File: config.mk
export PLATFORM = sky130hd
export DESIGN_NAME = alu_seq_flat
export DESIGN_NICKNAME = d
export VERILOG_FILES = /design/src/rtl/alu_seq_if.sv /design/src/rtl/alu_seq.sv /design/src/flat_wrapper.sv
export SDC_FILE = /design/constraint.sdc
export NUM_CORES = 1
export LEC_CHECK = 0
export CAP_MARGIN = 20
export CORE_MARGIN = 4
export CORE_UTILIZATION = 41
export DETAILED_ROUTE_END_ITERATION = 7
export GPL_TIMING_DRIVEN = 0
export PLACE_DENSITY_LB_ADDON = 0.05
export SETUP_SLACK_MARGIN = 0.3
export SLEW_MARGIN = 40
export SYNTH_ARGS = -nofsm -noshare
export SYNTH_HDL_FRONTEND = slang
export SYNTH_SLANG_ARGS = --single-unit
File: constraint.sdc
create_clock -name clk -period 1.6 [get_ports clk]
set_input_delay 0.16 -clock clk [delete_from_list [all_inputs] [get_ports clk]]
set_output_delay 0.16 -clock clk [all_outputs]
set_load 0.01 [all_outputs]
File: src/rtl/alu_seq_if.sv
// Operand bus and result handshake between alu_seq and its producer/consumer.
// The master side supplies operands and acknowledges results.
// The slave side is the sequencing stage itself.
interface alu_seq_if #(
  parameter int unsigned WIDTH = 16
) ();

  // Operand transfer: one word moves on a cycle with bus_valid & bus_ready
  logic [WIDTH-1:0] bus_in;
  logic             bus_valid;
  logic             bus_ready;

  // Result hand-back: result is held while result_valid is high
  logic [WIDTH-1:0] result;
  logic             result_valid;
  logic             result_ack;

  modport master (
    output bus_in,
    output bus_valid,
    output result_ack,
    input  bus_ready,
    input  result,
    input  result_valid
  );

  modport slave (
    input  bus_in,
    input  bus_valid,
    input  result_ack,
    output bus_ready,
    output result,
    output result_valid
  );

endinterface

File: src/rtl/alu_seq.sv
// Sequencing stage around a 16-bit combinational ALU.
// Takes an operation request, collects operand A and (for binary ops) operand B
// over the shared bus, lets the ALU settle for one cycle, then captures the result
// and flags and holds them until the consumer acknowledges.
// The carry flag is fed back to the ALU so multi-word add/sub chains work.
module alu_seq #(
  parameter int unsigned WIDTH = 16
) (
  input  logic             clk,
  input  logic             reset,

  // Operation request
  input  logic             start,
  input  logic [4:0]       op_f,
  input  logic             op_fsel,
  input  logic             op_csel,
  input  logic             op_ucin,

  // Operand bus and result handshake
  alu_seq_if.slave         bus,

  // ALU drive
  output logic [WIDTH-1:0] alu_a,
  output logic [WIDTH-1:0] alu_b,
  output logic [4:0]       alu_f,
  output logic             alu_fsel,
  output logic             alu_csel,
  output logic             alu_ucin,
  output logic             alu_fcin,

  // ALU response
  input  logic [WIDTH-1:0] alu_y,
  input  logic             alu_cout,
  input  logic             alu_zout,

  // Status
  output logic             carry_flag,
  output logic             zero_flag,
  output logic             busy
);

  // ALU function codes this stage needs to recognise (logic/arith unit only)
  localparam logic [4:0] FnPassA = 5'b00000;
  localparam logic [4:0] FnNot   = 5'b00001;
  localparam logic [4:0] FnAdd   = 5'b10010;
  localparam logic [4:0] FnSub   = 5'b01100;

  typedef enum logic [2:0] {
    StIdle,
    StGetA,
    StGetB,
    StExec,
    StDone
  } state_e;

  state_e           state_q, state_d;
  logic [WIDTH-1:0] alu_a_q, alu_a_d;
  logic [WIDTH-1:0] alu_b_q, alu_b_d;
  logic [4:0]       alu_f_q, alu_f_d;
  logic             alu_fsel_q, alu_fsel_d;
  logic             alu_csel_q, alu_csel_d;
  logic             alu_ucin_q, alu_ucin_d;
  logic [WIDTH-1:0] result_q, result_d;
  logic             carry_q, carry_d;
  logic             zero_q, zero_d;

  logic             bus_ready;
  logic             xfer;
  logic             op_unary;
  logic             op_sets_carry;

  // Decode the latched operation: unary ops skip GET_B, only ADD/SUB touch the carry
  always_comb begin
    op_unary      = 1'b0;
    op_sets_carry = 1'b0;
    if (!alu_fsel_q) begin
      op_unary      = (alu_f_q == FnPassA) || (alu_f_q == FnNot);
      op_sets_carry = (alu_f_q == FnAdd) || (alu_f_q == FnSub);
    end
  end

  // Handshake: the bus is only open while collecting operands
  always_comb begin
    bus_ready = (state_q == StGetA) || (state_q == StGetB);
    xfer      = bus_ready && bus.bus_valid;
  end

  // Next-state and register-update logic
  always_comb begin
    state_d    = state_q;
    alu_a_d    = alu_a_q;
    alu_b_d    = alu_b_q;
    alu_f_d    = alu_f_q;
    alu_fsel_d = alu_fsel_q;
    alu_csel_d = alu_csel_q;
    alu_ucin_d = alu_ucin_q;
    result_d   = result_q;
    carry_d    = carry_q;
    zero_d     = zero_q;

    case (state_q)
      StIdle: begin
        if (start) begin
          alu_f_d    = op_f;
          alu_fsel_d = op_fsel;
          alu_csel_d = op_csel;
          alu_ucin_d = op_ucin;
          // Unary ops never load B, so clear it to keep the ALU input defined
          alu_b_d    = '0;
          state_d    = StGetA;
        end
      end

      StGetA: begin
        if (xfer) begin
          alu_a_d = bus.bus_in;
          state_d = op_unary ? StExec : StGetB;
        end
      end

      StGetB: begin
        if (xfer) begin
          alu_b_d = bus.bus_in;
          state_d = StExec;
        end
      end

      StExec: begin
        result_d = alu_y;
        zero_d   = alu_zout;
        if (op_sets_carry) begin
          carry_d = alu_cout;
        end
        state_d = StDone;
      end

      StDone: begin
        // start is deliberately not looked at here, even alongside result_ack
        if (bus.result_ack) begin
          state_d = StIdle;
        end
      end

      default: begin
        state_d = StIdle;
      end
    endcase
  end

  // State and datapath registers with synchronous reset
  always_ff @(posedge clk) begin
    if (reset) begin
      state_q    <= StIdle;
      alu_a_q    <= '0;
      alu_b_q    <= '0;
      alu_f_q    <= '0;
      alu_fsel_q <= 1'b0;
      alu_csel_q <= 1'b0;
      alu_ucin_q <= 1'b0;
      result_q   <= '0;
      carry_q    <= 1'b0;
      zero_q     <= 1'b0;
    end else begin
      state_q    <= state_d;
      alu_a_q    <= alu_a_d;
      alu_b_q    <= alu_b_d;
      alu_f_q    <= alu_f_d;
      alu_fsel_q <= alu_fsel_d;
      alu_csel_q <= alu_csel_d;
      alu_ucin_q <= alu_ucin_d;
      result_q   <= result_d;
      carry_q    <= carry_d;
      zero_q     <= zero_d;
    end
  end

  // Output drive
  always_comb begin
    bus.bus_ready    = bus_ready;
    bus.result       = result_q;
    bus.result_valid = (state_q == StDone);
    alu_a            = alu_a_q;
    alu_b            = alu_b_q;
    alu_f            = alu_f_q;
    alu_fsel         = alu_fsel_q;
    alu_csel         = alu_csel_q;
    alu_ucin         = alu_ucin_q;
    // Direct feedback so csel=1 picks up the carry of the previous ADD/SUB
    alu_fcin         = carry_q;
    carry_flag       = carry_q;
    zero_flag        = zero_q;
    busy             = (state_q != StIdle);
  end

endmodule

File: src/flat_wrapper.sv
// flat-port wrapper written by rule: the top's interface ports become plain ports
module alu_seq_flat 
#(
  parameter int unsigned WIDTH = 16
)
  (clk, reset, start, op_f, op_fsel, op_csel, op_ucin, alu_a, alu_b, alu_f, alu_fsel, alu_csel, alu_ucin, alu_fcin, alu_y, alu_cout, alu_zout, carry_flag, zero_flag, busy, bus_bus_in, bus_bus_valid, bus_result_ack, bus_bus_ready, bus_result, bus_result_valid);
  alu_seq_if #(.WIDTH(WIDTH)) bus_i ();
  input  logic clk;
  input  logic reset;
  input  logic start;
  input  logic [4:0] op_f;
  input  logic op_fsel;
  input  logic op_csel;
  input  logic op_ucin;
  output logic [WIDTH-1:0] alu_a;
  output logic [WIDTH-1:0] alu_b;
  output logic [4:0] alu_f;
  output logic alu_fsel;
  output logic alu_csel;
  output logic alu_ucin;
  output logic alu_fcin;
  input  logic [WIDTH-1:0] alu_y;
  input  logic alu_cout;
  input  logic alu_zout;
  output logic carry_flag;
  output logic zero_flag;
  output logic busy;
  input wire logic [$bits(bus_i.bus_in)-1:0] bus_bus_in;
  input wire logic [$bits(bus_i.bus_valid)-1:0] bus_bus_valid;
  input wire logic [$bits(bus_i.result_ack)-1:0] bus_result_ack;
  output wire logic [$bits(bus_i.bus_ready)-1:0] bus_bus_ready;
  output wire logic [$bits(bus_i.result)-1:0] bus_result;
  output wire logic [$bits(bus_i.result_valid)-1:0] bus_result_valid;
  assign bus_i.bus_in = bus_bus_in;
  assign bus_i.bus_valid = bus_bus_valid;
  assign bus_i.result_ack = bus_result_ack;
  assign bus_bus_ready = bus_i.bus_ready;
  assign bus_result = bus_i.result;
  assign bus_result_valid = bus_i.result_valid;
  alu_seq #(.WIDTH(WIDTH)) u_core (.clk(clk), .reset(reset), .start(start), .op_f(op_f), .op_fsel(op_fsel), .op_csel(op_csel), .op_ucin(op_ucin), .bus(bus_i), .alu_a(alu_a), .alu_b(alu_b), .alu_f(alu_f), .alu_fsel(alu_fsel), .alu_csel(alu_csel), .alu_ucin(alu_ucin), .alu_fcin(alu_fcin), .alu_y(alu_y), .alu_cout(alu_cout), .alu_zout(alu_zout), .carry_flag(carry_flag), .zero_flag(zero_flag), .busy(busy));
endmodule
==> results of run 1 <==
-- where the power goes --
group / leakage (nW) / internal [mW] / switching (mW)
Sequential: 0.496 / 1.58 / 0.0463
Clock: 0.102 / 0.767 / 0.538
Combinational: 1.21 / 0.378 / 0.379
-- layer usage --
layer	GRT usage [%]	wire length, um
met1	24.8	3170
met2	33.7	3660
met3	7.07	545
met4	6.47	85
met5	0	0
-- cell usage after synthesis (4+ instances only) --
cell type   n  area share (%)
nand2_1    82              13
dfxtp_1    61              51
a21oi_1    59              12
nand4_1    16             4.2
o21ai_0    14             2.9
clkbuf_1   12             1.9
buf_2       7             1.5
buf_4       5             1.6
nand2b_1    5             1.3
nor2_1      4            0.63
-- area by class of cell --
cell class	count	area [um^2]	share of cell area, %
flip-flops and latches	61	1230	29.4
multi-input cells	202	1290	30.8
well taps	72	90.1	2.15
repair buffers	124	1140	27.3
clock buffers	15	196	4.70
plain buffers	27	238	5.69
-- registers in the layout (all words and copies together) (netlist names) --
register,flops
u_core.alu_ucin,1
u_core.zero_flag,1
u_core.alu_f,5
u_core.alu_a,16
u_core.alu_fsel,1
u_core.state_q,3
u_core.alu_fcin,1
u_core.bus.result,16
u_core.alu_b,16
u_core.alu_csel,1
-- kinds of logic after synthesis --
kind of cell    synth area share [%]
buf+inv                         6.07
compound gates                  17.0
flops                           51.1
simple gates                    24.0
mux                             1.78
-- through the flow --
stage               setup TNS (ns)  setup WS, ns  hold WS (ns)  total power, mW
global route                     0       0.00680         0.371             3.85
global placement             -1.46        -0.204         0.440             2.24
finish                           0        0.0618         0.375             3.69
detailed placement           -1.89        -0.202         0.446             2.24
CTS                              0        0.0445         0.365             3.59
floorplan                        0         0.316         0.296             1.93
-- timing repair --
item,CTS,global route
gates cloned,1,1
setup endpoints to repair,109,60
setup buffers,10,5
gates resized for setup,115,85
hold endpoints to repair,0,0
hold buffers,0,0
pin swaps,14,19
-- worst max path at each step --
| stage | end | slack (ns) | depth (start not counted) |
|---|---|---|---|
| after floorplan | u_core.alu_fsel | 0.32 | 5 |
| after global placement | busy | -0.20 | 4 |
| after detailed placement | busy | -0.20 | 4 |
| after CTS | busy | 0.04 | 4 |
| after global routing | busy | 0.007 | 4 |
| final | busy | 0.06 | 4 |
-- critical path, stage by stage (launching register included) --
cell and delay (ns):
dfxtp_4 0.35, buf_8 0.12, clkbuf_16 0.14, or3_1 0.29, buf_2 0.15
==> metrics.md, run 1 <==
| Metric | Value |
|---|---|
| Dpl hpwl | `4.87 mm` |
| Die area | `7110 um^2` |
| Fin. Hold Viols | `0` |
| Worst EP arrival | `1.38 ns` |
| WHS Path Cells | `3` |
| Filler instances | `454` |
| EDFF count, synth | `0` |
| GRT overflow | `0` |
| Final core occ | `75.0%` |
| Antenna violations before repair | `0` |
| Worst Setup SP | `u_core.state_q[1]` |
| VDD IR-drop max | `0.625 mV` |
| Nets | `472` |
| Antenna cells | `0` |
| Synthesized area | `2390 um^2` |
| Clk_skew | `0.00518 ns` |
| Num rows | `27` |
| # IOs | `109` |
| Clock Pin Slew Worst Setup and Hold Paths | `0.06 ns` |
| Max FO, Critical Path | `5` |
| Max_cap viols | `0` |
| Synthesized instance count | `290` |
| Post-Layout Inst Area | `4180 um^2` |
| Dpl cell area | `3550 um^2` |
| Reg2Reg Setup Slack | `0.10 ns` |
| Synth Flop Type | `dfxtp_1` |
| Global-route wire length before repair | `11.7 mm` |
| CTS Root Buffer Type | `clkbuf_8` |
| Max transition margin | `59.5%` |
| CTS buffer count | `9` |
| Antenna viol nets, final | `0` |
| # setup viols final | `0` |
| RSZ-0062 raised after global routing | `true` |
| Synth Register Bits | `61` |
| Fmax | `650 MHz` |
| Status | `finished, final reports clean` |
| Routed vias | `2559` |
| Period utilization | `96.1%` |
| Layout cells sized above 1 | `27.0%` |
| Sequential area share after synthesis | `51.1%` |
| Netlist cell types | `31` |
| Hold path start | `alu_y[10]` |
| Commonest non-fill, non-tap cells in the layout | `nand2_1 (61), dlygate4sd2_1 (59), dfxtp_1 (58)` |
| Clock sinks | `61` |
| Routed WL | `7.46 mm` |
| Port Buffers | `107` |
| Worst slew pin tran | `0.607 ns` |
| Slew Limit Fails | `0` |
| Wire length per cell | `14.9 um` |
| Pleak | `1.81 nW` |
| RR Startpoint | `u_core.state_q[1]` |
| CP endpoint kind | `output port` |
| Vias in the first global route | `2517` |
| Die width | `84.3 um` |
| Area Growth Syn to Fin | `75.0%` |
| Critical path class | `register to output port` |
| Most common cell after layout, fill and taps aside | `nand2_1` |
| Minimum clock period | `1.54 ns` |
| GRT Util Overall | `20.3%` |
| H-Tree Depth | `3` |
| Height of the chip | `84.3 um` |
| Starting Density | `42.9%` |
| Largest net degree at the start of global routing | `11` |
| Worst path required time | `1.44 ns` |
| CTS tree | `yes` |
| Via/cell ratio | `5.11` |
| Clk_lat worst skew | `0.33 ns` |
| Reg2Reg Depth | `6` |
| Final Non-Filler Cells | `501` |
| Placed Cells | `469` |
| YS warnings | `0` |
| # DRC | `0` |
| Hold Path Sink | `u_core.bus.result[10]` |
| DRT Pass-1 Iters | `5` |
| Synth async-reset ratio | `0%` |
| CORE AREA | `5570 um^2` |
| Initial DRC count | `118` |
| Pwr dens | `882 nW/um^2` |
| Syn nets | `337` |
| Clk buf depth | `2` |
| Crit path launch type | `register` |
| Hold Crit Class | `input pin to register` |
| Final RePlAce weighted congestion | `0.808` |
| Reg-to-Reg End | `u_core.alu_f[3]` |
| Mapped Avg Cell Area | `8.24 um^2` |
(Power assumes the default switching activity.)
==> run 2: changes to the inputs <==
--- a/config.mk
+++ b/config.mk
@@ -6,4 +6,5 @@
 export NUM_CORES = 1
 export LEC_CHECK = 0
+export ABC_CLOCK_PERIOD_IN_PS = 1600
 export CAP_MARGIN = 20
 export CORE_MARGIN = 4
==> constraint.sdc (replaced) <==
create_clock -name clk -period 1.6 [get_ports clk]
set_input_delay 0.32 -clock clk [delete_from_list [all_inputs] [get_ports clk]]
set_output_delay 0.32 -clock clk [all_outputs]
set_load 0.01 [all_outputs]
==> metrics.md, run 2 (synthesized netlist as in run 1, its figures left out) <==
| Metric | Value |
|---|---|
| Antenna viol nets, final | `0 (unchanged)` |
| Dpl cell area | `3560 um^2 (was 3550 um^2)` |
| Minimum clock period | `1.72 ns (was 1.54 ns)` |
| Worst path required time | `1.28 ns (was 1.44 ns)` |
| Status | `finished with violations (was finished, final reports clean)` |
| DRT Pass-1 Iters | `4 (was 5)` |
| Clk buf depth | `2 (unchanged)` |
| Filler instances | `353 (was 454)` |
| Port Buffers | `107 (unchanged)` |
| Clock Pin Slew Worst Setup and Hold Paths | `0.06 ns (about the same)` |
| H-Tree Depth | `3 (unchanged)` |
| Post-Layout Inst Area | `4620 um^2 (was 4180 um^2)` |
| Commonest non-fill, non-tap cells in the layout | `nand2_1 (57), dfxtp_1 (49), clkdlybuf4s50_1 (43) (was nand2_1 (61), dlygate4sd2_1 (59), dfxtp_1 (58))` |
| Most common cell after layout, fill and taps aside | `nand2_1 (unchanged)` |
| Worst setup margin | `-0.115 ns (was 0.0618 ns)` |
| GRT overflow | `0 (unchanged)` |
| Reg2Reg Setup Slack | `-0.03 ns (was 0.10 ns)` |
| Largest net degree at the start of global routing | `11 (unchanged)` |
| Multi-input gate area | `1480 um^2 (was 1290 um^2)` |
| Dpl hpwl | `4.84 mm (was 4.87 mm)` |
| Pleak | `1.93 nW (was 1.81 nW)` |
| Die area | `7110 um^2 (unchanged)` |
| Hold Crit Class | `register to register (was input pin to register)` |
| CTS tree | `yes (unchanged)` |
| Height of the chip | `84.3 um (unchanged)` |
| Initial DRC count | `140 (was 118)` |
| Clk_lat worst skew | `0.34 ns (was 0.33 ns)` |
| Total power | `3.88 mW (was 3.69 mW)` |
| Max_cap viols | `0 (unchanged)` |
| Antenna cells | `0 (unchanged)` |
| Final Non-Filler Cells | `518 (was 501)` |
| Nets | `490 (was 472)` |
| Via/cell ratio | `5.31 (was 5.11)` |
| Routed WL | `8.85 mm (was 7.46 mm)` |
| Pwr dens | `840 nW/um^2 (was 882 nW/um^2)` |
| CTS buffer count | `9 (unchanged)` |
| # hold bufs at CTS | `0 (unchanged)` |
| # DRC | `0 (unchanged)` |
| Antenna violations before repair | `0 (unchanged)` |
| Worst slew pin tran | `0.654 ns (was 0.607 ns)` |
| CP endpoint kind | `output port (unchanged)` |
| Num rows | `27 (unchanged)` |
| VDD IR-drop max | `0.531 mV (was 0.625 mV)` |
| Critical path class | `register to output port (unchanged)` |
| Vias in the first global route | `2536 (was 2517)` |
| Fin. Hold Viols | `0 (unchanged)` |
| Clock sinks | `61 (unchanged)` |
| # IOs | `109 (unchanged)` |
| Period utilization | `107% (was 96.1%)` |
| Final core occ | `82.9% (was 75.0%)` |
| CTS Root Buffer Type | `clkbuf_8 (unchanged)` |
| Slew Limit Fails | `0 (unchanged)` |
| Max transition margin | `56.4% (was 59.5%)` |
| Failing checks | `negative setup slack` |
| Routed vias | `2751 (was 2559)` |
| RSZ-0062 raised after global routing | `true (unchanged)` |
| Placed Cells | `469 (unchanged)` |
| Final RePlAce weighted congestion | `0.810 (was 0.808)` |
| Area Growth Syn to Fin | `93.4% (was 75.0%)` |
| Starting Density | `42.9% (unchanged)` |
| Max FO, Critical Path | `4 (was 5)` |
| CORE AREA | `5570 um^2 (unchanged)` |
| Crit path launch type | `register (unchanged)` |
| Wire length per cell | `17.1 um (was 14.9 um)` |
| Fmax | `583 MHz (was 650 MHz)` |
| Global-route wire length before repair | `12.4 mm (was 11.7 mm)` |
| Worst EP arrival | `1.40 ns (was 1.38 ns)` |
| Register area | `1240 um^2 (was 1230 um^2)` |
| # setup viols final | `11 (was 0)` |
| Die width | `84.3 um (unchanged)` |
| Clk_skew | `0.00692 ns (was 0.00518 ns)` |
| GRT Util Overall | `21.5% (was 20.3%)` |
| Layout cells sized above 1 | `39.7% (was 27.0%)` |
| Post-Route Setup TNS | `-0.290 ns (was 0 ns)` |
run 2: cell types whose count changed in the layout (fill, tap and decap cells not counted), moves of 6 or more:
cell / change
a21oi_1: -14
clkdlybuf4s15_1: +17
dfxtp_1: -9
clkbuf_2: +6
nand2_4: +9
dfxtp_2: +8
buf_4: +9
dlygate4sd2_1: -26
a21oi_2: +14
run 2: final timing paths:
path | start | end | depth (start not counted)
max reg2reg | u_core.state_q[2] | u_core.alu_f[4] | 7
min | u_core.bus.result[15] | u_core.bus.result[15] | 2
min reg2reg | u_core.bus.result[15] | u_core.bus.result[15] | 2
max | u_core.state_q[1] | busy | 4
run 2: metal layers:
layer / routed length (um) / GRT usage, %
met1: 3530 / 27.0
met2: 4600 / 35.1
met3: 638 / 6.18
met4: 86 / 8.20
met5: 0 / 0
run 2: area by class of cell:
class	count	share of cell area, %
multi-input combinational	202	31.9
timing repair buffer	142	29.3
sequential	61	26.9
buffer	27	6.01
clock buffer	13	3.87
tap	72	1.95
clock inverter	1	0.108
run 2: power breakdown:
group          internal (mW)  switching [mW]
clock                  0.712           0.581
sequential              1.58          0.0498
combinational          0.493           0.462
total                   2.79            1.09
run 2: through the flow:
step	setup slack (ns)	hold WS (ns)
floorplan	0.301	0.456
global placement	-0.297	0.442
detailed placement	-0.307	0.447
CTS	-0.106	0.453
global route	-0.149	0.466
finish	-0.115	0.451
run 2: what timing repair did:
| item | 4_1_cts | 5_1_grt |
|---|---|---|
| gates cloned | 3 | 1 |
| setup buffers | 20 | 11 |
| pin swaps | 27 | 50 |
| resized for setup | 159 | 143 |
| setup endpoints to repair | 103 | 86 |
run 2: critical path, stage by stage, from the launching register on:
cell       delay, ns
dfxtp_4         0.35
buf_8           0.12
clkbuf_16       0.14
or3_4           0.32
buf_6           0.13
==> run 3: changes to the inputs <==
- ABC_CLOCK_PERIOD_IN_PS: 1600 -> 1800
- CORE_ASPECT_RATIO: not set -> 0.6
- clock period: 1.6 -> 1.8 ns (I/O delays scaled with it)
==> metrics.md, run 3 (synthesized netlist as in run 1, its figures left out) <==
| Metric | Value |
|---|---|
| Clk buf depth | `2 (unchanged)` |
| Crit path launch type | `register (unchanged)` |
| Area Growth Syn to Fin | `63.1% (was 93.4%)` |
| Largest net degree at the start of global routing | `11 (unchanged)` |
| Num rows | `21 (was 27)` |
| Dpl hpwl | `5.33 mm (was 4.84 mm)` |
| Clock Pin Slew Worst Setup and Hold Paths | `0.07 ns (was 0.06 ns)` |
| VDD IR-drop max | `0.434 mV (was 0.531 mV)` |
| Port Buffers | `107 (unchanged)` |
| Layout cells sized above 1 | `17.2% (was 39.7%)` |
| Via/cell ratio | `4.97 (was 5.31)` |
| Antenna viol nets, final | `0 (unchanged)` |
| # hold bufs at CTS | `0 (unchanged)` |
| Commonest non-fill, non-tap cells in the layout | `nand2_1 (75), dlygate4sd2_1 (60), dfxtp_1 (57) (was nand2_1 (57), dfxtp_1 (49), clkdlybuf4s50_1 (43))` |
| Multi-input gate area | `1100 um^2 (was 1480 um^2)` |
| Initial DRC count | `83 (was 140)` |
| Global-route wire length before repair | `11.9 mm (was 12.4 mm)` |
| Max_cap viols | `0 (unchanged)` |
| Placed Cells | `477 (was 469)` |
| Antenna cells | `0 (unchanged)` |
| Worst path required time | `1.44 ns (was 1.28 ns)` |
| Antenna violations before repair | `0 (unchanged)` |
| Wire length per cell | `15.1 um (was 17.1 um)` |
| Crit path largest cell delay | `0.35 ns (about the same)` |
| Height of the chip | `67.1 um (was 84.3 um)` |
| CP endpoint kind | `output port (unchanged)` |
| Worst slew pin tran | `0.608 ns (was 0.654 ns)` |
| Worst EP arrival | `1.37 ns (was 1.40 ns)` |
| Hold Crit Class | `register to register (unchanged)` |
| CP top delay family | `buffers and inverters (unchanged)` |
| Clk_lat worst skew | `0.33 ns (was 0.34 ns)` |
| Pwr dens | `827 nW/um^2 (was 840 nW/um^2)` |
| Most common cell after layout, fill and taps aside | `nand2_1 (unchanged)` |
| Final RePlAce weighted congestion | `0.776 (was 0.810)` |
| # DRC | `0 (unchanged)` |
| Nets | `466 (was 490)` |
| Status | `finished, final reports clean (was finished with violations)` |
| Fin. Hold Viols | `0 (unchanged)` |
| Slowest cell on the critical path | `dfxtp_4 (unchanged)` |
| Vias in the first global route | `2360 (was 2536)` |
| Filler instances | `497 (was 353)` |
| Register area | `1230 um^2 (was 1240 um^2)` |
| RSZ-0062 raised after global routing | `true (unchanged)` |
| CTS Root Buffer Type | `clkbuf_8 (unchanged)` |
| Hold Slack | `0.450 ns (was 0.451 ns)` |
| Minimum clock period | `1.73 ns` |
| CTS tree | `yes (unchanged)` |
| Fmax | `578 MHz` |
| # IOs | `109 (unchanged)` |
| Die area | `7150 um^2 (was 7110 um^2)` |
| Routed vias | `2505 (was 2751)` |
| Max transition margin | `59.5% (was 56.4%)` |
| # setup viols final | `0 (was 11)` |
| CORE AREA | `5600 um^2 (was 5570 um^2)` |
| GRT Util Overall | `21.5% (about the same)` |
| Clock sinks | `61 (unchanged)` |
| Clk_skew | `0.00707 ns (was 0.00692 ns)` |
| Critical path class | `register to output port (unchanged)` |
| Pleak | `1.68 nW (was 1.93 nW)` |
| CTS buffer count | `9 (unchanged)` |
| GRT overflow | `0 (unchanged)` |
| DRT Pass-1 Iters | `5 (was 4)` |
| Routed WL | `7.59 mm (was 8.85 mm)` |
| H-Tree Depth | `3 (unchanged)` |
| Reg2Reg Setup Slack | `0.27 ns (was -0.03 ns)` |
| WP buf/inv | `3 (unchanged)` |
| Die width | `107 um (was 84.3 um)` |
| Total power | `3.22 mW (was 3.88 mW)` |
| Starting Density | `42.7% (was 42.9%)` |
| CP cell instances | `buf_12 > clkbuf_16 > or3_1 > buf_2 (was buf_8 > clkbuf_16 > or3_4 > buf_6)` |
| Period utilization | `96.1%` |
| Slew Limit Fails | `0 (unchanged)` |
| Final Non-Filler Cells | `504 (was 518)` |
| Max FO, Critical Path | `4 (unchanged)` |
-- run 3: cell types whose count changed in the layout (fill, tap and decap cells not counted), moves of 5 or more --
cell | previous run | this run
dlygate4sd2_1 | 33 | 60
a21oi_1 | 27 | 51
a21oi_2 | 32 | 8
nand2_4 | 21 | 2
nand2_1 | 57 | 75
clkdlybuf4s15_1 | 17 | 0
buf_6 | 17 | 2
o21ai_2 | 12 | 0
o21ai_0 | 0 | 11
buf_4 | 24 | 16
dfxtp_1 | 49 | 57
dfxtp_2 | 10 | 2
o21ai_1 | 0 | 5
-- run 3: layout make-up --
type | count | share of cell area [%]
flip-flops and latches | 61 | 31.6
multi-input cells | 202 | 28.2
repair buffers | 118 | 27.4
plain buffers | 27 | 5.33
clock buffers | 12 | 3.72
well taps | 80 | 2.57
clock inverters | 4 | 1.22
-- run 3: per-layer routing --
layer  part of all wire, %  vias up  GRT usage, %
met5                     0        -             0
met4                   1.5        0          6.38
met3                   6.2       12          7.93
met2                    43       76          32.4
met1                    49     1162          29.0
li1                      -     1255             -
-- run 3: final timing paths --
check | start | to | cells past startpoint
setup / recovery | u_core.state_q[1] | busy | 4
hold / removal | u_core.alu_a[11] | u_core.alu_a[11] | 2
setup reg to reg | u_core.state_q[2] | u_core.alu_b[14] | 6
hold reg to reg | u_core.alu_a[11] | u_core.alu_a[11] | 2
-- run 3: power by group --
| group | switching, mW | leakage (nW) | internal, mW |
|---|---|---|---|
| logic | 0.290 | 1.08 | 0.287 |
| registers | 0.0363 | 0.497 | 1.40 |
| clock network | 0.533 | 0.0964 | 0.674 |
| total | 0.859 | 1.68 | 2.36 |
-- run 3: stage by stage --
| stage | util (%) | cell area (um^2) | setup TNS, ns | setup WS [ns] |
|---|---|---|---|---|
| floorplan | - | 2390 | 0 | 0.403 |
| global placement | 63.6 | 3560 | -0.987 | -0.204 |
| detailed placement | 63.6 | 3560 | -1.99 | -0.250 |
| CTS | 68.2 | 3810 | 0 | 0.0586 |
| global route | 69.6 | 3900 | 0 | 0.0277 |
| finish | 69.6 | 3900 | 0 | 0.0704 |
-- run 3: repair_timing --
action	in CTS	in global routing
pin swaps	2	11
setup buffers	10	1
endpoints found under the hold margin	0	0
resized for setup	95	30
setup endpoints to repair	78	33
-- run 3: worst reg2reg max path, cell delays in order (launching register included) --
cell,delay (ns)
dfxtp_2,0.34
buf_6,0.12
buf_4,0.12
nor2_2,0.27
buf_2,0.26
nand4_1,0.18
a21oi_1,0.17
